`src/rtl/mem_bus_bridge.sv`:
```
// mem_bus_bridge
// Bridges a multiplexed address/data CPU bus onto a simple request/ready
// memory port. The FSM has four states:
//   IDLE  - waiting for an address phase.
//   ARMED - an address has been latched; waiting for a read or write strobe.
//   REQ   - an access is in flight and the CPU is stalled.
//   HOLD  - the access is done; waiting for the CPU to release nME.
// Every output is driven directly from a flop.
//
// Ports
//   Clock, Reset          : single clock; synchronous active-high reset
//   Data_out[15:0]        : CPU multiplexed address/data bus
//   ALE, nME, nOE, RnW    : CPU address latch, memory enable, read strobe, direction
//   Data_in[15:0]         : registered read data back to the CPU
//   nWait                 : active-low CPU stall
//   MemAddr, MemWData     : registered address and write data to memory
//   MemRe, MemWe          : one-cycle read and write request pulses
//   MemRData, MemReady    : memory read data and completion
//   BusErr                : one-cycle pulse when an access completes on timeout
module mem_bus_bridge #(
  parameter int WAIT_CYCLES = 1,
  parameter int TIMEOUT     = 255
) (
  input  logic        Clock,
  input  logic        Reset,
  input  logic [15:0] Data_out,
  input  logic        ALE,
  input  logic        nME,
  input  logic        nOE,
  input  logic        RnW,
  output logic [15:0] Data_in,
  output logic        nWait,
  output logic [15:0] MemAddr,
  output logic [15:0] MemWData,
  output logic        MemRe,
  output logic        MemWe,
  input  logic [15:0] MemRData,
  input  logic        MemReady,
  output logic        BusErr
);

  localparam logic [1:0] IDLE  = 2'd0;
  localparam logic [1:0] ARMED = 2'd1;
  localparam logic [1:0] REQ   = 2'd2;
  localparam logic [1:0] HOLD  = 2'd3;

  localparam logic [7:0] WAIT_C    = 8'(WAIT_CYCLES);
  localparam logic [7:0] TIMEOUT_C = 8'(TIMEOUT);

  logic [1:0]  state_q, state_d;
  logic [15:0] addr_q, addr_d;
  logic [15:0] wdata_q, wdata_d;
  logic [15:0] din_q, din_d;
  logic        nwait_q, nwait_d;
  logic        re_q, re_d;
  logic        we_q, we_d;
  logic        err_q, err_d;
  logic [7:0]  cnt_q, cnt_d;
  // Direction of the access in flight. The CPU may change RnW during REQ,
  // so the direction is captured when the request is issued.
  logic        rnw_q, rnw_d;

  always_comb begin
    state_d = state_q;
    addr_d  = addr_q;
    wdata_d = wdata_q;
    din_d   = din_q;
    nwait_d = nwait_q;
    re_d    = 1'b0;
    we_d    = 1'b0;
    err_d   = 1'b0;
    cnt_d   = cnt_q;
    rnw_d   = rnw_q;

    case (state_q)
      IDLE: begin
        if (ALE) begin
          addr_d  = Data_out;
          state_d = ARMED;
        end
      end

      ARMED: begin
        // A new address phase takes priority over any strobe in the same cycle.
        if (ALE) begin
          addr_d = Data_out;
        end else if (!nME && !RnW) begin
          wdata_d = Data_out;
          we_d    = 1'b1;
          nwait_d = 1'b0;
          cnt_d   = 8'd0;
          rnw_d   = 1'b0;
          state_d = REQ;
        end else if (!nME && RnW && !nOE) begin
          re_d    = 1'b1;
          nwait_d = 1'b0;
          cnt_d   = 8'd0;
          rnw_d   = 1'b1;
          state_d = REQ;
        end
      end

      REQ: begin
        cnt_d = (cnt_q == 8'hFF) ? cnt_q : cnt_q + 8'd1;
        // A ready memory wins over a timeout on the same edge.
        if (cnt_q >= WAIT_C && MemReady) begin
          if (rnw_q) din_d = MemRData;
          nwait_d = 1'b1;
          state_d = HOLD;
        end else if (cnt_q >= TIMEOUT_C) begin
          if (rnw_q) din_d = 16'hDEAD;
          err_d   = 1'b1;
          nwait_d = 1'b1;
          state_d = HOLD;
        end
      end

      HOLD: begin
        // Stay here while nME is low, so that a second access
        // needs a fresh address phase.
        if (nME) begin
          if (ALE) begin
            addr_d  = Data_out;
            state_d = ARMED;
          end else begin
            state_d = IDLE;
          end
        end
      end

      default: state_d = IDLE;
    endcase
  end

  always_ff @(posedge Clock) begin
    if (Reset) begin
      state_q <= IDLE;
      addr_q  <= 16'h0000;
      wdata_q <= 16'h0000;
      din_q   <= 16'h0000;
      nwait_q <= 1'b1;
      re_q    <= 1'b0;
      we_q    <= 1'b0;
      err_q   <= 1'b0;
      cnt_q   <= 8'd0;
      rnw_q   <= 1'b0;
    end else begin
      state_q <= state_d;
      addr_q  <= addr_d;
      wdata_q <= wdata_d;
      din_q   <= din_d;
      nwait_q <= nwait_d;
      re_q    <= re_d;
      we_q    <= we_d;
      err_q   <= err_d;
      cnt_q   <= cnt_d;
      rnw_q   <= rnw_d;
    end
  end

  assign Data_in  = din_q;
  assign nWait    = nwait_q;
  assign MemAddr  = addr_q;
  assign MemWData = wdata_q;
  assign MemRe    = re_q;
  assign MemWe    = we_q;
  assign BusErr   = err_q;

endmodule

```
`config.mk`:
```
export PLATFORM = sky130hd
export DESIGN_NAME = mem_bus_bridge
export DESIGN_NICKNAME = d
export VERILOG_FILES = /design/src/rtl/mem_bus_bridge.sv
export SDC_FILE = /design/constraint.sdc
export NUM_CORES = 1
export LEC_CHECK = 0
export ABC_AREA = 1
export BUFFER_PORTS_ARGS = -buffer_cell sky130_fd_sc_hd__buf_2
export CAP_MARGIN = 0
export CORE_MARGIN = 4
export CORE_UTILIZATION = 25
export DETAILED_ROUTE_END_ITERATION = 16
export SETUP_SLACK_MARGIN = 0.3
export SLEW_MARGIN = 40
export SYNTH_ARGS = -nofsm -noshare
export SYNTH_HDL_FRONTEND = slang
export SYNTH_SLANG_ARGS = --single-unit
```
`constraint.sdc`:
```
create_clock -name Clock -period 2.75 [get_ports Clock]
set_input_delay 0.1375 -clock Clock [delete_from_list [all_inputs] [get_ports Clock]]
set_output_delay 0.1375 -clock Clock [all_outputs]
set_load 0.02 [all_outputs]
```
== Word level (Yosys, flattened, before mapping) ==
Index checks and enable logic that the tools add are counted.

* Add/subtract/negate cells: 1
* $lt $le $gt $ge: 2
* Equal/unequal tests: 12
* Mux-type cells: 32
* Bitwise logic cells: 3
* Reductions and logical operators: 23

{| class="wikitable"
|+ Operator list
! kind !! number
|-
| $mux W16 || 6
|-
| $mux W8 || 4
|-
| $pmux W16 S2 || 1
|-
| $pmux W8 S2 || 1
|-
| $mux W2 || 7
|-
| $ne A2 B2 Y1 const B || 6
|-
| $reduce_and A4 Y1 || 3
|-
| $mux W1 || 11
|-
| $add A8 B1 Y8 const B || 1
|-
| $eq A8 B8 Y1 const B || 1
|-
| $ge A8 B1 Y1 const B || 1
|-
| $ge A8 B8 Y1 const B || 1
|-
| $pmux W2 S4 || 1
|-
| $reduce_bool A2 Y1 || 4
|-
| $ne A3 B3 Y1 const B || 2
|-
| $reduce_and A3 Y1 || 2
|-
| $reduce_or A3 Y1 || 2
|-
| $reduce_and A5 Y1 || 1
|-
| $eq A2 B2 Y1 const B || 2
|-
| $logic_and A1 B1 Y1 || 4
|-
| $reduce_or A4 Y1 || 1
|-
| $logic_not A1 Y1 || 3
|-
| $not A1 Y1 || 3
|-
| $eq A2 B1 Y1 const B || 1
|-
| other kinds (4) || 4
|}

* Bits in registers: 63
* Output and inout port bits: 52
* Logic and storage cells: 83

== Longest topological paths before layout ==
* Depth after elaboration: 7
* Mapped depth: 13
* Depth with buffers taken out: 12

== Least setup slack after synthesis ==
Ideal clock, no wire load.

* Path type: register to register
* From: reg state_q[0]
* To: reg cnt_q[1]
* Arrival: 1.421 ns
* Data required time: 2.637 ns
* Setup slack: 1.216 ns
* Cell stages (with the launch flop): 10
* Path buffers: 1
* Path through: dfxtp_1 -> inv_1 -> ha_1 -> buf_4 -> nand3_1 -> nand3_2 -> inv_1 -> nand2_1 -> nand2_1 -> nor2_1

* Longest elaborated chain between the ends: 3
* Elaborated cells on any way between the ends: 8

{| class="wikitable"
|+ Ends and longest elaborated chain
! what !! RTL line !! source
|-
| start: declaration || 50 || <nowiki>logic [1:0] state_q, state_d;</nowiki>
|-
| start signal: assignment || 148 || <nowiki>state_q <= state_d;</nowiki>
|-
| $eq A2 B1 Y1 or $eq A2 B2 Y1 (tied branches) || 75 || <nowiki>case (state_q)</nowiki>
|-
| $ne A3 B3 Y1 (no line), or another cell as far along || - ||
|-
| $reduce_and A4 Y1 (no line) || - ||
|-
| end signal: assignment || 156 || <nowiki>cnt_q <= cnt_d;</nowiki>
|-
| end: declaration || 58 || <nowiki>logic [7:0] cnt_q, cnt_d;</nowiki>
|}

Several ways; a longest one is shown, not always the timed one.
A chain may end at the register's enable or synchronous reset.

== Final worst setup path ==
* From: reg state_q[0]
* To: reg addr_q[15], in the netlist MemAddr[15]

* Longest elaborated chain between the ends: 4
* Elaborated cells on any way between the ends: 8

{| class="wikitable"
|+ Ends and longest elaborated chain
! what !! RTL line !! source
|-
| $eq A2 B1 Y1 or $logic_not A2 Y1 (tied branches) || 75 ||
|-
| $reduce_or A2 Y1 (no line) || - ||
|-
| $reduce_bool A2 Y1 (no line) || - ||
|-
| $reduce_and A2 Y1 (no line) || - ||
|-
| end signal: assignment || 149 || <nowiki>addr_q <= addr_d;</nowiki>
|-
| end: declaration || 51 || <nowiki>logic [15:0] addr_q, addr_d;</nowiki>
|}

Several ways; a longest one is shown, not always the timed one.

==> results.sh <==
export IMPL_period_share_pct=74.6
export IMPL_clkLatencyLatePin_ns=0.33
export IMPL_synth_top_cells_by_count="nand2_1, nor2_1, dfxtp_1, inv_1, nand3_1"
export IMPL_gp_congestion=0.795
export IMPL_arrival_ns=2.27
export IMPL_fin_worst_hold_slack_ns=0.0179
export IMPL_min_from="Data_out[3]"
export IMPL_period_minus_slack_ns=2.05
export IMPL_syn_nets=448
export IMPL_min_delay_path_depth=3
export IMPL_fillCellCount=1189
export IMPL_grt_max_degree=46
export IMPL_cap_violations=0
export IMPL_area_growth_pct=30.6
export IMPL_drt_iter0_drc=176
export IMPL_grt_use_total_pct=11.9
export IMPL_final_nets=537
export IMPL_die_area_um2=13200
export IMPL_first_pass_iters=4
export IMPL_io_buffers=90
export IMPL_yosys_area_top_type="dfxtp_1"
export IMPL_worstPathMaxFanout=17
export IMPL_via_per_inst=4.28
export IMPL_synth_edf_count=0
export IMPL_syn_area_um2=2860
export IMPL_busiest_layer="met2"
export IMPL_crit_required_ns=2.97
export IMPL_grt_util_met2_pct=19.3
export IMPL_placed_cells=618
export IMPL_path_clk_slew_ns=0.05
export IMPL_syn_area_per_cell_um2=7.12
export IMPL_max_freq_mhz=487
export IMPL_layout_drive_gt1_share_pct=26.3
export IMPL_status="finished clean"
export IMPL_yosysSeqAreaShare_pct=44.2
export IMPL_synthTopCellsByArea="dfxtp_1, nand2_1, nor2_1"
export IMPL_core_um2=11000
export IMPL_reg2reg_to="MemAddr[15]"
export IMPL_vias=2715
export IMPL_grt_pass1_wl_mm=12.5
export IMPL_synth_seq_cells=63
export IMPL_synthFlopType="dfxtp_1"
export IMPL_slew_violations=0
export IMPL_fin_skew_ns=0.00418
export IMPL_finalHoldViolations=0
export IMPL_clockBufferDepth=2
export IMPL_num_antenna_cells=0
export IMPL_yosysMostFrequentCell="nand2_1"
export IMPL_hold_end="MemWData[3]"
export IMPL_timing_rr_start="state_q[0]"
export IMPL_min_path_type="input port to flip-flop"
export IMPL_rows=38
export IMPL_cts_made_buffers=9
export IMPL_total_power_w=0.00304
export IMPL_worst_pin_slew_ns=0.676
export IMPL_syn_inst=401
export IMPL_grt_overflow=0
export IMPL_vdd_ir_drop_max_uv=270
export IMPL_r2r_slack_ns=0.70
export IMPL_met3_usage_pct=4.00
export IMPL_hpwl_mm=5.63
export IMPL_setup_violations=0
export IMPL_htreeDepth=3
export IMPL_grt_pass1_vias=2650
export IMPL_die_height_um=115
export IMPL_critical_path_endpoint_type="flip-flop"
export IMPL_grt_met1_usage_pct=14.7
export IMPL_relSlewSlack_pct=54.9
export IMPL_fp_dieW_um=115
export IMPL_initial_core_util_pct=25.9
export IMPL_cp_start_kind="flip-flop"
export IMPL_rsz0062_at_grt="false"
export IMPL_antenna_found_initial=0
export IMPL_fin_setup_tns_ns=0
export IMPL_drc=0
export IMPL_leakagePower_nw=1.84
export IMPL_synth_cell_type_count=28
export IMPL_cts_root_buf="clkbuf_16"
export IMPL_crit_type="flip-flop to flip-flop"
export IMPL_layoutNonFillerInstCount=635
export IMPL_ys_async_sr_fraction_pct=0
export IMPL_drt_wl_total_mm=7.51
export IMPL_clock_sinks=63
export IMPL_ant_nets=0
export IMPL_reg2reg_depth=8
export IMPL_cts_tree="built"
export IMPL_wl_per_cell_um=11.8
export IMPL_io_pins=91
export IMPL_yosysWarnings=0
export IMPL_yosysTopAreaCellShare_pct=44.2
export IMPL_power_density_nw_per_um2=814
## routing by layer
metal	part of all wire [%]	routed length [um]
met1	44	3290
met2	48	3580
met3	7.3	546
met4	1.1	86
met5	0	0
## report_power, final
group          switching (W)  total, W  leakage, nW  internal (W)
Combinational       0.000547  0.000814         1.19      0.000267
Sequential         0.0000708   0.00107        0.513       0.00100
Clock               0.000422   0.00115        0.141      0.000728
## timing repair
item / 4_1_cts / 5_1_grt
gates resized for setup: 0 / 1
setup buffers: 0 / 0
setup endpoints to repair: 0 / 21
endpoints found under the hold margin: 0 / 1
hold buffers: 0 / 1
## worst max path at each step
stage,startpoint,to,slack [ns],cells after the start
finish,state_q[0],MemAddr[15],0.70,8
CTS,state_q[0],MemAddr[15],0.48,8
detailed placement,state_q[0],MemAddr[15],0.48,8
global route,state_q[0],cnt_q[6],0.46,8
global placement,state_q[0],MemAddr[6],0.62,8
floorplan,state_q[0],cnt_q[1],1.22,9
## cell type report
class	count	area (um^2)	area share [%]
Multi-Input combinational cell	285	1360	36.5
Timing Repair Buffer	94	483	12.9
Inverter	37	139	3.72
Clock buffer	10	239	6.41
Clock inverter	6	70.1	1.88
Sequential cell	63	1260	33.8
Tap cell	140	175	4.70
## registers in the layout (all words and copies together) (netlist names), 2 cells and up
signal	flops
Data_in	16
MemAddr	16
MemWData	16
cnt_q	8
state_q	2
## stage by stage
stage               area (um^2)  setup WS [ns]  utilization, %
floorplan                  2860           1.22               -
global route               3730          0.458            33.8
CTS                        3720          0.476            33.7
finish                     3730          0.698            33.8
global placement           3410          0.622            30.9
detailed placement         3410          0.479            30.9
## critical path, cell delays in order (launching register included)
cell and delay, ns:
dfxtp_1 0.35, inv_1 0.14, ha_2 0.35, clkinv_1 0.28, nand3_1 0.16, buf_4 0.20, inv_1 0.23, nor2_1 0.16
nor2_1 0.07
## layout by cell type, fill, tap and decap left out, drive strengths merged
cell type      n
o21bai         1
ha             8
clkbuf        10
nand4          7
nor2          79
bufinv         1
nand2        107
inv           36
a21oi         11
clkinvlp       3
nor3           2
or2           11
dfxtp         63
clkinv         3
buf           93
dlygate4sd3    1
xor2           2
nand3b         1
nand3         35
o21ai         21
## kinds of logic after synthesis
kind of cell | count (synthesis) | synth area share (%)
fa+ha+maj | 8 | 3.51
flops | 63 | 44.2
xor+xnor | 2 | 0.614
compound gates | 33 | 5.87
buf+inv | 53 | 8.19
simple gates | 242 | 37.6
Note: power is estimated with default switching activity, not from simulation.
